==> config.mk <==
export PLATFORM = sky130hd
export DESIGN_NAME = lfsr_gen
export DESIGN_NICKNAME = d
export VERILOG_FILES = /design/src/rtl/lfsr_pkg.sv /design/src/rtl/lfsr_step.sv /design/src/rtl/lfsr_gen.sv
export SDC_FILE = /design/constraint.sdc
export NUM_CORES = 1
export LEC_CHECK = 0
export BUFFER_PORTS_ARGS = -buffer_cell sky130_fd_sc_hd__buf_2
export CELL_PAD_IN_SITES_DETAIL_PLACEMENT = 1
export CELL_PAD_IN_SITES_GLOBAL_PLACEMENT = 2
export CORE_ASPECT_RATIO = 1.1
export CORE_MARGIN = 10
export CORE_UTILIZATION = 30
export CTS_CLUSTER_SIZE = 16
export DETAILED_ROUTE_END_ITERATION = 6
export PLACE_DENSITY_LB_ADDON = 0.1
export SLEW_MARGIN = 20
export SYNTH_ARGS = -nofsm -noshare
export SYNTH_HDL_FRONTEND = slang
export SYNTH_SLANG_ARGS = --single-unit
==> constraint.sdc <==
create_clock -name clk -period 2.3 [get_ports clk]
set_clock_uncertainty 0.2 [all_clocks]
set_input_delay 0.115 -clock clk [delete_from_list [all_inputs] [get_ports clk]]
set_output_delay 0.115 -clock clk [all_outputs]
set_load 0.005 [all_outputs]
==> src/rtl/lfsr_pkg.sv <==
// Shared types and constants for the LFSR generator: FSM state encoding,
// structure-select codes and a saturating counter helper.
package lfsr_pkg;

  typedef enum logic {
    ST_IDLE = 1'b0,
    ST_RUN  = 1'b1
  } fsm_state_t;

  localparam int MODE_FIB = 0;
  localparam int MODE_GAL = 1;

  function automatic logic [31:0] sat_inc32(input logic [31:0] v);
    return (v == 32'hFFFF_FFFF) ? v : v + 32'd1;
  endfunction

endpackage

==> src/rtl/lfsr_step.sv <==
// One combinational LFSR shift, Fibonacci or Galois form selected by MODE.
module lfsr_step
  import lfsr_pkg::*;
#(
  parameter int               WIDTH = 16,
  parameter logic [WIDTH-1:0] TAPS  = 16'hB400,
  parameter int               MODE  = MODE_FIB
) (
  input  logic [WIDTH-1:0] i_q,
  output logic [WIDTH-1:0] o_q
);

  genvar gi;

  generate
    if (MODE == MODE_FIB) begin : g_fib
      logic w_fb;
      assign w_fb = ^(i_q & TAPS);
      assign o_q  = {i_q[WIDTH-2:0], w_fb};
    end else begin : g_gal
      logic w_msb;
      assign w_msb  = i_q[WIDTH-1];
      assign o_q[0] = w_msb;
      // The outgoing MSB is folded into every tapped position as it shifts up.
      for (gi = 1; gi < WIDTH; gi++) begin : g_bit
        assign o_q[gi] = i_q[gi-1] ^ (TAPS[gi-1] & w_msb);
      end
    end
  endgenerate

endmodule

==> src/rtl/lfsr_gen.sv <==
// LFSR word generator with valid/ready output, seed load, lock-up recovery,
// wrap detection and a saturating transfer counter.
module lfsr_gen
  import lfsr_pkg::*;
#(
  parameter int               WIDTH        = 16,
  parameter logic [WIDTH-1:0] TAPS         = 16'hB400,
  parameter int               MODE         = MODE_FIB,
  parameter int               STEPS        = 1,
  parameter logic [WIDTH-1:0] DEFAULT_SEED = {{(WIDTH-1){1'b0}}, 1'b1}
) (
  input  logic             clk,
  input  logic             reset,
  input  logic             en,
  input  logic             load,
  input  logic [WIDTH-1:0] seed,
  input  logic             out_ready,
  output logic             out_valid,
  output logic [WIDTH-1:0] out_data,
  output logic             wrap,
  output logic             lockup,
  output logic [31:0]      step_count
);

  genvar gi;

  generate
    if (WIDTH < 3 || WIDTH > 32) begin : g_bad_width
      $error("lfsr_gen: WIDTH must be in 3..32");
    end
    if (TAPS == '0) begin : g_bad_taps
      $error("lfsr_gen: TAPS must not be zero");
    end
    if (STEPS < 1 || STEPS > WIDTH) begin : g_bad_steps
      $error("lfsr_gen: STEPS must be in 1..WIDTH");
    end
    if (MODE != MODE_FIB && MODE != MODE_GAL) begin : g_bad_mode
      $error("lfsr_gen: MODE must be 0 (Fibonacci) or 1 (Galois)");
    end
    if (DEFAULT_SEED == '0) begin : g_bad_seed
      $error("lfsr_gen: DEFAULT_SEED must be non-zero");
    end
  endgenerate

  logic [WIDTH-1:0] r_state;
  logic [WIDTH-1:0] r_ref;
  fsm_state_t       r_fsm;
  logic             r_wrap;
  logic             r_lockup;
  logic [31:0]      r_step_count;

  logic [WIDTH-1:0] w_adv;
  logic [WIDTH-1:0] w_load_val;
  logic             w_valid;
  logic             w_xfer;

  // STEPS single-shift stages chained so a whole word advances in one cycle.
  generate
    for (gi = 0; gi < STEPS; gi++) begin : g_step
      logic [WIDTH-1:0] w_in;
      logic [WIDTH-1:0] w_out;
      if (gi == 0) begin : g_first
        assign w_in = r_state;
      end else begin : g_next
        assign w_in = g_step[gi-1].w_out;
      end
      lfsr_step #(
        .WIDTH(WIDTH),
        .TAPS (TAPS),
        .MODE (MODE)
      ) u_step (
        .i_q(w_in),
        .o_q(w_out)
      );
    end
  endgenerate

  assign w_adv      = g_step[STEPS-1].w_out;
  assign w_load_val = (seed == '0) ? DEFAULT_SEED : seed;
  assign w_valid    = (r_fsm == ST_RUN) && en && !load;
  assign w_xfer     = w_valid && out_ready;

  always_ff @(posedge clk or posedge reset) begin
    if (reset) begin
      r_state      <= DEFAULT_SEED;
      r_ref        <= DEFAULT_SEED;
      r_fsm        <= ST_IDLE;
      r_wrap       <= 1'b0;
      r_lockup     <= 1'b0;
      r_step_count <= 32'd0;
    end else begin
      r_wrap   <= 1'b0;
      r_lockup <= 1'b0;

      if (r_fsm == ST_IDLE) begin
        if (en) r_fsm <= ST_RUN;
      end else begin
        if (!en) r_fsm <= ST_IDLE;
      end

      if (load) begin
        r_state      <= w_load_val;
        r_ref        <= w_load_val;
        r_step_count <= 32'd0;
        r_lockup     <= (seed == '0);
      end else if (w_xfer) begin
        r_state      <= w_adv;
        r_wrap       <= (w_adv == r_ref);
        r_step_count <= sat_inc32(r_step_count);
      end
    end
  end

  assign out_valid  = w_valid;
  assign out_data   = r_state;
  assign wrap       = r_wrap;
  assign lockup     = r_lockup;
  assign step_count = r_step_count;

endmodule

=== Yosys cells after proc, flatten, opt, wreduce, memory -nomap -nowiden ===
Index checks and enable logic that the tools add are counted.

* Add/subtract/negate cells: 1
* Equality and inequality tests: 3
* Multiplexer cells: 10
* Reduce and logical (&&, ||, !) cells: 8

{| class="wikitable"
|+ Operators by type and width
! cell !! number
|-
| two-way mux 32 bit || 3
|-
| two-way mux 16 bit || 3
|-
| adder 32 x 1 -> 32 bit (second input constant) || 1
|-
| == test 32 bit (second input constant) || 1
|-
| == test 16 bit || 1
|-
| logical NOT 16 bit || 1
|-
| parity 16 bit || 1
|-
| two-way mux 1 bit || 4
|-
| logical AND 1 bit || 3
|-
| != test 2 bit (second input constant) || 1
|-
| AND reduction 2 bit || 1
|-
| nonzero test 2 bit || 1
|-
| logical NOT 1 bit || 1
|}

* Bits in registers: 67
* Input bits: 21
* Output and inout bits: 51

=== Depth between registers and ports, before layout ===
Gate-level depths: netlist (run 1).

* Word-level depth: 5
* Mapped depth: 8
* Depth with buffers taken out: 6

=== By module ===
From an unflattened synthesis (run 1), not the netlist that was laid out.

* Cell total of the unflattened synthesis: 367
* Area total of the unflattened synthesis: 3547.2 µm²

{| class="wikitable"
|+ By module, submodules not included
! module !! times used !! cells an instance !! area an instance (µm²)
|-
| lfsr_gen || 1 || 348 || 3400.8
|-
| lfsr_step || 1 || 19 || 146.4
|}

=== Worst setup path after synthesis (run 1) ===
Ideal clock, no wire load.

* Path type: register to register
* From: reg r_step_count[0], in the netlist step_count[0]
* To: reg r_step_count[24], in the netlist step_count[24]
* Setup time: 0.127 ns
* Arrival: 1.966 ns
* Required time: 1.973 ns
* Path slack: 0.007 ns
* Cell stages (with the launch flop): 7
* Period minus slack after synthesis: 2.293 ns
* Path through: dfrtp_1 -> ha_1 -> nand2_1 -> or4_4 -> a211oi_2 -> nand4_1 -> mux2_1

* Longest elaborated chain between the ends: 4
* Elaborated cells between the ends (all ways): 7
* Those cells by class: add/sub: 1; eq/ne: 2; mux: 3; reduce/logical: 1

{| class="wikitable"
|+ Ends and longest elaborated chain
! element !! RTL line !! RTL
|-
| start: declaration || lfsr_gen.sv:50 || <nowiki>logic [31:0] r_step_count;</nowiki>
|-
| start signal: assignment || lfsr_gen.sv:109 || <nowiki>r_step_count <= sat_inc32(r_step_count);</nowiki>
|-
| adder 32 x 1 -> 32 bit || lfsr_pkg.sv:14 || <nowiki>return (v == 32'hFFFF_FFFF) ? v : v + 32'd1;</nowiki>
|-
| two-way mux 32 bit || lfsr_pkg.sv:14 ||
|-
| two-way mux 32 bit || lfsr_gen.sv:106 || <nowiki>end else if (w_xfer) begin</nowiki>
|-
| two-way mux 32 bit || lfsr_gen.sv:101 || <nowiki>if (load) begin</nowiki>
|}

Parallel ways exist; a longest one is shown, timed or not. The select of a mux whose other input is x is not followed.
A chain may end at the register's enable or synchronous reset.

=== Final worst setup path (run 1) ===
* From: reg r_step_count[10], in the netlist step_count[10]
* To: reg r_step_count[20], in the netlist step_count[20]

The elaborated chain is that of the path after synthesis.

==> metrics.yaml, run 1 <==
status:
  status: "complete, no violations"
clock_tree:
  clock-sinks: 67
  clock_tree.htree_level_count: 3
  clock-root-buffer: "sky130_fd_sc_hd__clkbuf_16"
  clock_tree_from_tritoncts: "yes"
  cts_made_buffers: 9
  clk_latency_ns: 0.33
  clockBufferDepth: 2
  worst_setup_hold_path_clk_slew_ns: 0.05
job:
  timing.max_cap.violations: 0
route:
  route.detailed.drc: 0
  met1_length_mm: 5.142
  route.antenna.remaining_nets: 0
  routed-via-count: 3231
  detail_route.iter0.violations: 153
  highest_layer: "met4"
  met2WireLength_mm: 5.479
  drt_pass1_iterations: 4
  drt-wirelength-per-cell_um: 17.58
  wl_met3_um: 536
  via_per_inst: 5.025
  postRouteWirelength_mm: 11.31
logic_synthesis:
  synth.distinct_cells: 44
  synth.ff_latch_count: 67
  synthDominantCellAreaShare_pct: 46.85
  synth_edf_count: 0
  syn-instance-count: 360
  yosys-top-cells-count: "sky130_fd_sc_hd__dfrtp_1 (65), sky130_fd_sc_hd__o21ai_0 (41), sky130_fd_sc_hd__nand2_1 (36), sky130_fd_sc_hd__nor2_1 (21), sky130_fd_sc_hd__inv_1 (20)"
  yosys-top-cells-area: "sky130_fd_sc_hd__dfrtp_1 (47%), sky130_fd_sc_hd__o21ai_0 (5.9%), sky130_fd_sc_hd__mux2i_1 (4.3%), sky130_fd_sc_hd__xnor2_1 (4.0%), sky130_fd_sc_hd__nand2_1 (3.9%)"
  synth-seq-area-share_pct: 48.36
  mappedNetlistNets: 382
  syn_area_um2: 3472
  asyncSetResetFlopFracSynth_pct: 100.0
  synthesis.area_per_instance_um2: 9.645
  synth_largest_area_cell: "sky130_fd_sc_hd__dfrtp_1"
  synth_most_common_cell: "sky130_fd_sc_hd__dfrtp_1"
  yosys_most_used_dff: "sky130_fd_sc_hd__dfrtp_1"
  yosys_warnings: 0
place:
  hpwl_mm: 8.338
  post-place-ws_ns: 0.06068
  port_buffers: 71
  placer_congestion_estimate: 0.7598
finish:
  area_growth_pct: 38.63
  layout_cells_sized_above_1_pct: 30.63
  n_antenna_cell: 0
  multi_input_comb_area_um2: 1665
  design.final.nets: 510
  finalCoreUtilization_pct: 42.27
  area.sequential_um2: 1679
  fillerInstances: 1353
critical_path:
  critical_path.cell_chain: "nand3_1 -> buf_4 -> nor4_4 -> nand4_1 -> buf_4 -> or4_1 -> nand2_1"
  r2r-start: "step_count[10]"
  critPathMostFrequentCell: "sky130_fd_sc_hd__buf_4"
  critPathCaptureType: "register"
  slowest_delay_ns: 0.39
  origin_of_the_worst_setup_path: "step_count[10]"
  cp_data_arrival_time_ns: 2.32
  crit-reg2reg-capture: "step_count[20]"
  worst-r2r-cell-count: 7
  data_required_time_of_the_critical_path_ns: 2.37
  timing.reg2reg.setup_slack_ns: 0.04
  timing.critical_path.from_type: "register"
  timing.critical_path.slowest_stage_cell: "sky130_fd_sc_hd__or4_1"
  path_max_fanout: 4
  critical_path_class: "reg2reg"
  critPathCapture: "step_count[20]"
power_and_ir_drop:
  irDropWorstVdd_mv: 0.3244
  cellLeakagePower_nw: 2.320
  power-per-cell-area_nw_per_um2: 631.9
global_route:
  globalRoute.totalOverflow: 0
  global_route_wire_length_before_repair_mm: 19.22
  grt_start_max_net_pins: 50
  gr-usage-all-layers_pct: 14.59
  grt_pass1_vias: 3654
  grt_antenna_before_repair: 0
floorplanning:
  boundaryPins: 72
  initial_utilization_pct: 30.49
  floorplan.core_area_um2: 11390
  die_area_um2: 16280
  floorplan.die.height_um: 132.8
  row_count: 41
  horizontal_die_dimension_um: 122.6
sta:
  worst_pin_slew_ns: 0.6666
  report.final.setup_viol: 0
  report.final.hold_viol_count: 0
  hold-worst-slack_ns: 0.1330
  postLayoutSetupSlackWorst_ns: 0.04351
  maxSlewHeadroom_pct: 55.49
  period_minus_slack_ns: 2.256
  maxSlewViolCount: 0
  setup_repair_after_global_routing_missed_its_margin: "yes"
  maxClockFrequency_mhz: 443.2
  finalCritPeriodShare_pct: 98.11
min_path:
  hold_path.class: "in2reg"
## cells by family (layout without fill, tap and decap cells)
logic type,count (synthesis),after routing,synth area share (%)
AOI/OAI and AO/OA,80,80,13.59
buffers and inverters,37,170,4.216
and+or+nand+nor,129,129,20.97
muxes,20,20,5.946
adders and majority gates,1,1,0.3603
xor gates and xnor gates,26,26,6.558
DFF,67,67,48.36
## placed cells by master (no fill, tap or decap), drive strengths merged, types with 5 or more instances in the layout
master	n
buf	116
dfrtp	65
o21ai	41
nand2	36
nor2	22
inv	20
dlygate4sd3	18
xnor2	16
a21oi	16
mux2i	15
nand4	13
nor4	12
nand3	11
or4	11
clkbuf	11
xor2	10
or3	9
o31ai	6
a31oi	5
nor3	5
mux2	5
## per-stage QoR
step / std cells / TNS [ns] / cell area [um2] / power (mW)
after floorplan: 360 / 0 / 3472 / 1.505
after global placement: 607 / 0 / 4304 / 1.670
after detailed placement: 607 / 0 / 4304 / 1.676
after CTS: 641 / 0 / 4780 / 3.096
after global routing: 643 / -0.2796 / 4813 / 3.199
final: 643 / 0 / 4813 / 3.041
## worst max-delay path: cells and delay by family, from the launching register on
family,cells,cell delay [ns]
simple gates,5,1.20
buf+inv,2,0.41
flops,1,0.38
## routing by layer
layer  vias up  global-route usage (%)
li1       1545                       -
met1      1602                   17.97
met2        70                   24.10
met3        14                   3.702
met4         0                   4.784
met5         -                       0
## how the worst min path moves through the flow
stage / endpoint / startpoint / cells past startpoint / slack (ns)
2_1_floorplan: r_fsm / en / 0 / -0.05
3_3_place_gp: r_ref[4] / reset / 2 / 0.05
3_5_place_dp: out_data[4] / reset / 2 / 0.05
4_1_cts: wrap / out_ready / 4 / 0.12
5_1_grt: wrap / out_ready / 4 / 0.15
6_report: wrap / out_ready / 4 / 0.13
## cell type report
type / count / share of cell area (%)
multi-input combinational: 256 / 34.60
tap: 150 / 3.899
clock inverter: 5 / 1.092
inverter: 20 / 1.560
clock buffer: 11 / 5.043
sequential: 67 / 34.88
timing repair buffer: 134 / 18.92
## power breakdown
part	internal (mW)	switching (mW)
combinational	0.167	0.200
clock	0.863	0.507
sequential	1.24	0.0614
## state kept, by name (all words and copies together) (netlist names)
name / cells
wrap: 1
step_count: 32
out_data: 16
r_fsm: 1
r_ref: 16
lockup: 1
## timing repair
action | in CTS | in global routing
resized for setup | 0 | 4
hold buffers | 18 | 0
endpoints found under the hold margin | 58 | 0
setup endpoints to repair | 0 | 8
setup buffers | 0 | 2
No activity file was read; power rests on OpenSTA's default activity.
==> inputs of run 2 (changes only) <==
- CELL_PAD_IN_SITES_DETAIL_PLACEMENT: 1 -> unset
- CELL_PAD_IN_SITES_GLOBAL_PLACEMENT: 2 -> unset
- CORE_UTILIZATION: 30 -> 49
- PLACE_DENSITY: unset -> 0.83
- PLACE_DENSITY_LB_ADDON: 0.1 -> unset
- RECOVER_POWER: unset -> 100
==> metrics.yaml, run 2 (same netlist as run 1, synthesis figures left out) <==
power_and_ir_drop:
  irDropWorstVdd_mv: 0.3997
  totalPowerFinal_mw: 2.734
  combPwrFrac_pct: 12.7
  power_frac_clock_pct: 39.8
  pwr-share-seq_pct: 47.6
  internal_power_mw: 2.016
  power.share.switching_pct: 26.28
  total_switching_power_mw: 0.7186
  cellLeakagePower_nw: 2.184
  power-per-cell-area_nw_per_um2: 594.2
place:
  hpwl_mm: 6.586
  placed_area_um2: 4105
  placer_congestion_estimate: 0.8802
  port_buffers: 71
  dp_cells: 528
floorplanning:
  initial_utilization_pct: 49.84
  horizontal_die_dimension_um: 100.3
  row_count: 32
  boundaryPins: 72
  floorplan.die.height_um: 108.3
  die_area_um2: 10860
  floorplan.core_area_um2: 6967
min_path:
  hold_path.class: "in2reg"
clock_tree:
  clock_tree.htree_level_count: 3
  clock-sinks: 67
  clock-root-buffer: "sky130_fd_sc_hd__clkbuf_8"
  cts_made_buffers: 9
  worst_setup_hold_path_clk_slew_ns: 0.07
  clockBufferDepth: 2
  clk_latency_ns: 0.34
  clock_tree_from_tritoncts: "yes"
route:
  drt_pass1_iterations: 5
  postRouteWirelength_mm: 9.876
  routed-via-count: 3261
  via_per_inst: 5.711
  detail_route.iter0.violations: 138
  drt-wirelength-per-cell_um: 17.30
  route.antenna.remaining_nets: 0
  route.detailed.drc: 0
sta:
  setup_repair_after_global_routing_missed_its_margin: "yes"
  maxSlewHeadroom_pct: 0.008371
  period_minus_slack_ns: 2.279
  report.final.hold_viol_count: 0
  report.final.setup_viol: 0
  maxClockFrequency_mhz: 438.8
  finalCritPeriodShare_pct: 99.08
  setup_tns_ns: 0
  worst_pin_slew_ns: 1.500
  maxSlewViolCount: 0
finish:
  design.final.nets: 503
  layout_cells_sized_above_1_pct: 27.98
  finish.cell_count_without_fillers: 571
  mostFrequentLayoutCell: "sky130_fd_sc_hd__dfrtp_1"
  area.sequential_um2: 1682
  fillerInstances: 544
  multi_input_comb_area_um2: 1680
  area_growth_pct: 32.54
  largest_reg_flops: 32
  design_area_um2: 4602
  mostFrequentLayoutCells: "sky130_fd_sc_hd__dfrtp_1 (63), sky130_fd_sc_hd__buf_2 (62), sky130_fd_sc_hd__o21ai_0 (41), sky130_fd_sc_hd__nand2_1 (36), sky130_fd_sc_hd__buf_4 (32)"
  n_antenna_cell: 0
global_route:
  grt_most_used_layer: "met2"
  grt_start_max_net_pins: 81
  met2_usage_pct: 30.10
  globalRoute.totalOverflow: 0
  gr-usage-all-layers_pct: 17.89
  met1_usage_pct: 21.11
  grt_pass1_vias: 3214
  grt_antenna_before_repair: 0
  global_route_wire_length_before_repair_mm: 15.86
  globalRouteMet3Util_pct: 5.233
critical_path:
  critical_path_class: "reg2reg"
  cp_data_arrival_time_ns: 2.35
  crit-reg2reg-capture: "step_count[22]"
  critPathCapture: "step_count[22]"
  data_required_time_of_the_critical_path_ns: 2.37
  r2r-start: "step_count[9]"
  path_max_fanout: 5
  worst-r2r-cell-count: 6
  timing.reg2reg.setup_slack_ns: 0.02
  critPathCaptureType: "register"
  timing.critical_path.from_type: "register"
  origin_of_the_worst_setup_path: "step_count[9]"
job:
  timing.max_cap.violations: 0
status:
  status: "complete, no violations"
## run 2: routing by layer
layer	vias up	wire length (um)	part of all wire (%)
met3	20	643	6.5
li1	1529	-	-
met1	1600	4061	41
met5	-	0	0
met2	112	4958	50
met4	0	213	2.2
## run 2: through the flow
step / hold WS, ns / util (%) / setup slack, ns
floorplan: -0.05357 / - / 0.006767
global placement: 0.01533 / 58.93 / 0.07786
detailed placement: 0.02122 / 58.93 / 0.03410
CTS: 0.09101 / 64.78 / 0.01726
global route: 0.1428 / 66.06 / -0.1131
finish: 0.1082 / 66.06 / 0.02126
## run 2: timing repair
item | in CTS | in global routing
gates resized for setup | 0 | 13
buffers inserted | 0 | 7
hold buffers | 19 | 0
setup endpoints to repair | 0 | 19
hold endpoints to repair | 103 | 0
## run 2: area by class of cell
| class | count | share of cell area, % |
|---|---|---|
| clock buffer | 10 | 2.773 |
| tap | 85 | 2.311 |
| clock inverter | 6 | 1.958 |
| sequential | 67 | 36.54 |
| multi-input combinational | 256 | 36.51 |
| timing repair buffer | 127 | 18.27 |
| inverter | 20 | 1.631 |
## run 2: worst min path at each step
stage	startpoint	endpoint	slack (ns)	depth (start not counted)
global placement	reset	step_count[7]	0.02	3
floorplan	en	r_fsm	-0.05	0
detailed placement	reset	r_ref[7]	0.02	3
global route	out_ready	step_count[16]	0.14	4
CTS	out_ready	step_count[16]	0.09	4
finish	out_ready	step_count[16]	0.11	4
## run 2: worst max-delay path, stage by stage, from the launching register on
cell	delay, ns
sky130_fd_sc_hd__dfrtp_1	0.43
sky130_fd_sc_hd__nand3_2	0.12
sky130_fd_sc_hd__buf_6	0.14
sky130_fd_sc_hd__nor4_4	0.33
sky130_fd_sc_hd__nand4_1	0.28
sky130_fd_sc_hd__or4_4	0.59
sky130_fd_sc_hd__a21oi_2	0.12
## run 2: power by group through the flow
| stage | Clock (mW) | Combinational (mW) | Sequential, mW |
|---|---|---|---|
| floorplan | 0 | 0.181 | 1.32 |
| global placement | 0 | 0.315 | 1.32 |
| detailed placement | 0 | 0.325 | 1.32 |
| CTS | 1.11 | 0.351 | 1.30 |
| global route | 1.17 | 0.390 | 1.31 |
| finish | 1.09 | 0.347 | 1.30 |
==> inputs of run 3 (changes only) <==
- CTS_CLUSTER_SIZE: 16 -> unset
- PLACE_DENSITY: 0.83 -> unset
- PLACE_DENSITY_LB_ADDON: unset -> 0.08
- REMOVE_ABC_BUFFERS: unset -> 1
==> metrics.yaml, run 3 (same netlist as run 1, synthesis figures left out) <==
critical_path:
  path_max_fanout: 6
  timing.critical_path.from_type: "register"
  timing.critical_path.max_delay_family: "simple AND/OR/NAND/NOR gates"
  critical_path_class: "reg2reg"
  cp_data_arrival_time_ns: 2.28
  timing.critical_path.slowest_stage_cell: "sky130_fd_sc_hd__or4_4"
  timing.reg2reg.setup_slack_ns: 0.02
  critPathBufInv: 1
  slowest_delay_ns: 0.59
  critical_path.cell_chain: "nand4_4 -> or4_4 -> o211ai_1 -> buf_4 -> or3_1 -> a21oi_1"
  critPathCaptureType: "register"
  data_required_time_of_the_critical_path_ns: 2.30
place:
  port_buffers: 71
  hpwl_mm: 6.806
  post-place-ws_ns: -0.01230
  placer_congestion_estimate: 0.8847
route:
  postRouteWirelength_mm: 9.460
  route.antenna.remaining_nets: 0
  via_per_inst: 5.505
  drt-wirelength-per-cell_um: 16.09
  drt_pass1_iterations: 4
  route.detailed.drc: 0
  routed-via-count: 3237
  detail_route.iter0.violations: 131
finish:
  area_growth_pct: 31.32
  layout_cells_sized_above_1_pct: 21.87
  n_antenna_cell: 0
  mostFrequentLayoutCells: "sky130_fd_sc_hd__dfrtp_1 (65), sky130_fd_sc_hd__clkbuf_1 (52), sky130_fd_sc_hd__o21ai_0 (40), sky130_fd_sc_hd__buf_2 (39), sky130_fd_sc_hd__nand2_1 (36)"
  area.sequential_um2: 1679
  mostFrequentLayoutCell: "sky130_fd_sc_hd__dfrtp_1"
  largest_reg_flops: 32
  finalCoreUtilization_pct: 65.45
  multi_input_comb_area_um2: 1667
  design.final.nets: 520
  fillerInstances: 632
global_route:
  grt_pass1_vias: 3338
  global_route_wire_length_before_repair_mm: 16.28
  grt_antenna_before_repair: 0
  globalRoute.totalOverflow: 0
  gr-usage-all-layers_pct: 18.32
  grt_start_max_net_pins: 68
floorplanning:
  floorplan.die.height_um: 108.3
  initial_utilization_pct: 49.84
  horizontal_die_dimension_um: 100.3
  boundaryPins: 72
  floorplan.core_area_um2: 6967
  die_area_um2: 10860
  row_count: 32
power_and_ir_drop:
  cellLeakagePower_nw: 2.103
  power-per-cell-area_nw_per_um2: 559.6
  irDropWorstVdd_mv: 0.3212
sta:
  maxSlewViolCount: 68
  maxClockFrequency_mhz: 439.5
  worst_pin_slew_ns: 1.648
  report.final.setup_viol: 0
  period_minus_slack_ns: 2.275
  report.final.hold_viol_count: 0
  postLayoutSetupSlackWorst_ns: 0.02491
  setup_repair_after_global_routing_missed_its_margin: "yes"
  finalCritPeriodShare_pct: 98.92
  maxSlewHeadroom_pct: -9.861
min_path:
  hold_path.class: "in2reg"
clock_tree:
  worst_setup_hold_path_clk_slew_ns: 0.08
  clk_latency_ns: 0.35
  cts_made_buffers: 9
  clock-root-buffer: "sky130_fd_sc_hd__clkbuf_8"
  clock_tree_from_tritoncts: "yes"
  clock_tree.htree_level_count: 3
  clock-sinks: 67
  clockBufferDepth: 2
job:
  timing.max_cap.violations: 1
status:
  status: "finished with violations"
  violations: "capacitance limit, slew limit"
run 3: worst register-to-register path, stage by stage (launching register included):
cell and delay, ns:
sky130_fd_sc_hd__dfrtp_1 0.39, sky130_fd_sc_hd__nand4_4 0.11, sky130_fd_sc_hd__or4_4 0.59, sky130_fd_sc_hd__o211ai_1 0.46
sky130_fd_sc_hd__buf_4 0.22, sky130_fd_sc_hd__or3_1 0.09, sky130_fd_sc_hd__a21oi_1 0.06
run 3: layout make-up:
cell class | count | area share (%)
Sequential cell | 67 | 36.83
Clock buffer | 11 | 3.321
Inverter | 20 | 1.647
Multi-Input combinational cell | 256 | 36.55
Tap cell | 85 | 2.333
Clock inverter | 5 | 0.8233
Timing Repair Buffer | 144 | 18.50
run 3: per-layer routing:
metal  part of all wire (%)  global-route usage (%)
met3                    5.7                   4.276
met2                     49                   29.23
met4                    1.5                   9.394
met1                     43                   22.70
met5                      0                       0
run 3: timing repair:
item | CTS | global route
setup buffers | 1 | 3
hold endpoints to repair | 101 | 0
pin swaps | 2 | 4
resized for setup | 1 | 5
setup endpoints to repair | 4 | 12
hold buffers | 18 | 0
run 3: worst paths after layout:
check                              start              to  cells past startpoint
setup / recovery           step_count[4]  step_count[31]                      6
hold / removal                 out_ready            wrap                      4
setup reg to reg           step_count[4]  step_count[31]                      6
hold reg to reg                 r_ref[0]        r_ref[0]                      2
max in group asynchronous          reset          lockup                      4
min in group asynchronous          reset  step_count[26]                      4
run 3: metrics by stage:
step	TNS (ns)	power, mW	cell area, um2	hold slack [ns]	cells
floorplan	-0.008545	1.488	3401	-0.05357	343
global placement	0	1.643	4270	0.01844	550
detailed placement	-0.02233	1.649	4270	0.02083	550
CTS	0	2.596	4652	0.07864	585
global route	-1.832	2.687	4559	0.09866	588
finish	0	2.552	4559	0.09750	588
run 3: power by group:
part	leakage, nW	switching, mW	internal [mW]	total, mW
combinational	1.14	0.180	0.152	0.332
clock	0.0915	0.468	0.451	0.919
sequential	0.870	0.0598	1.24	1.30
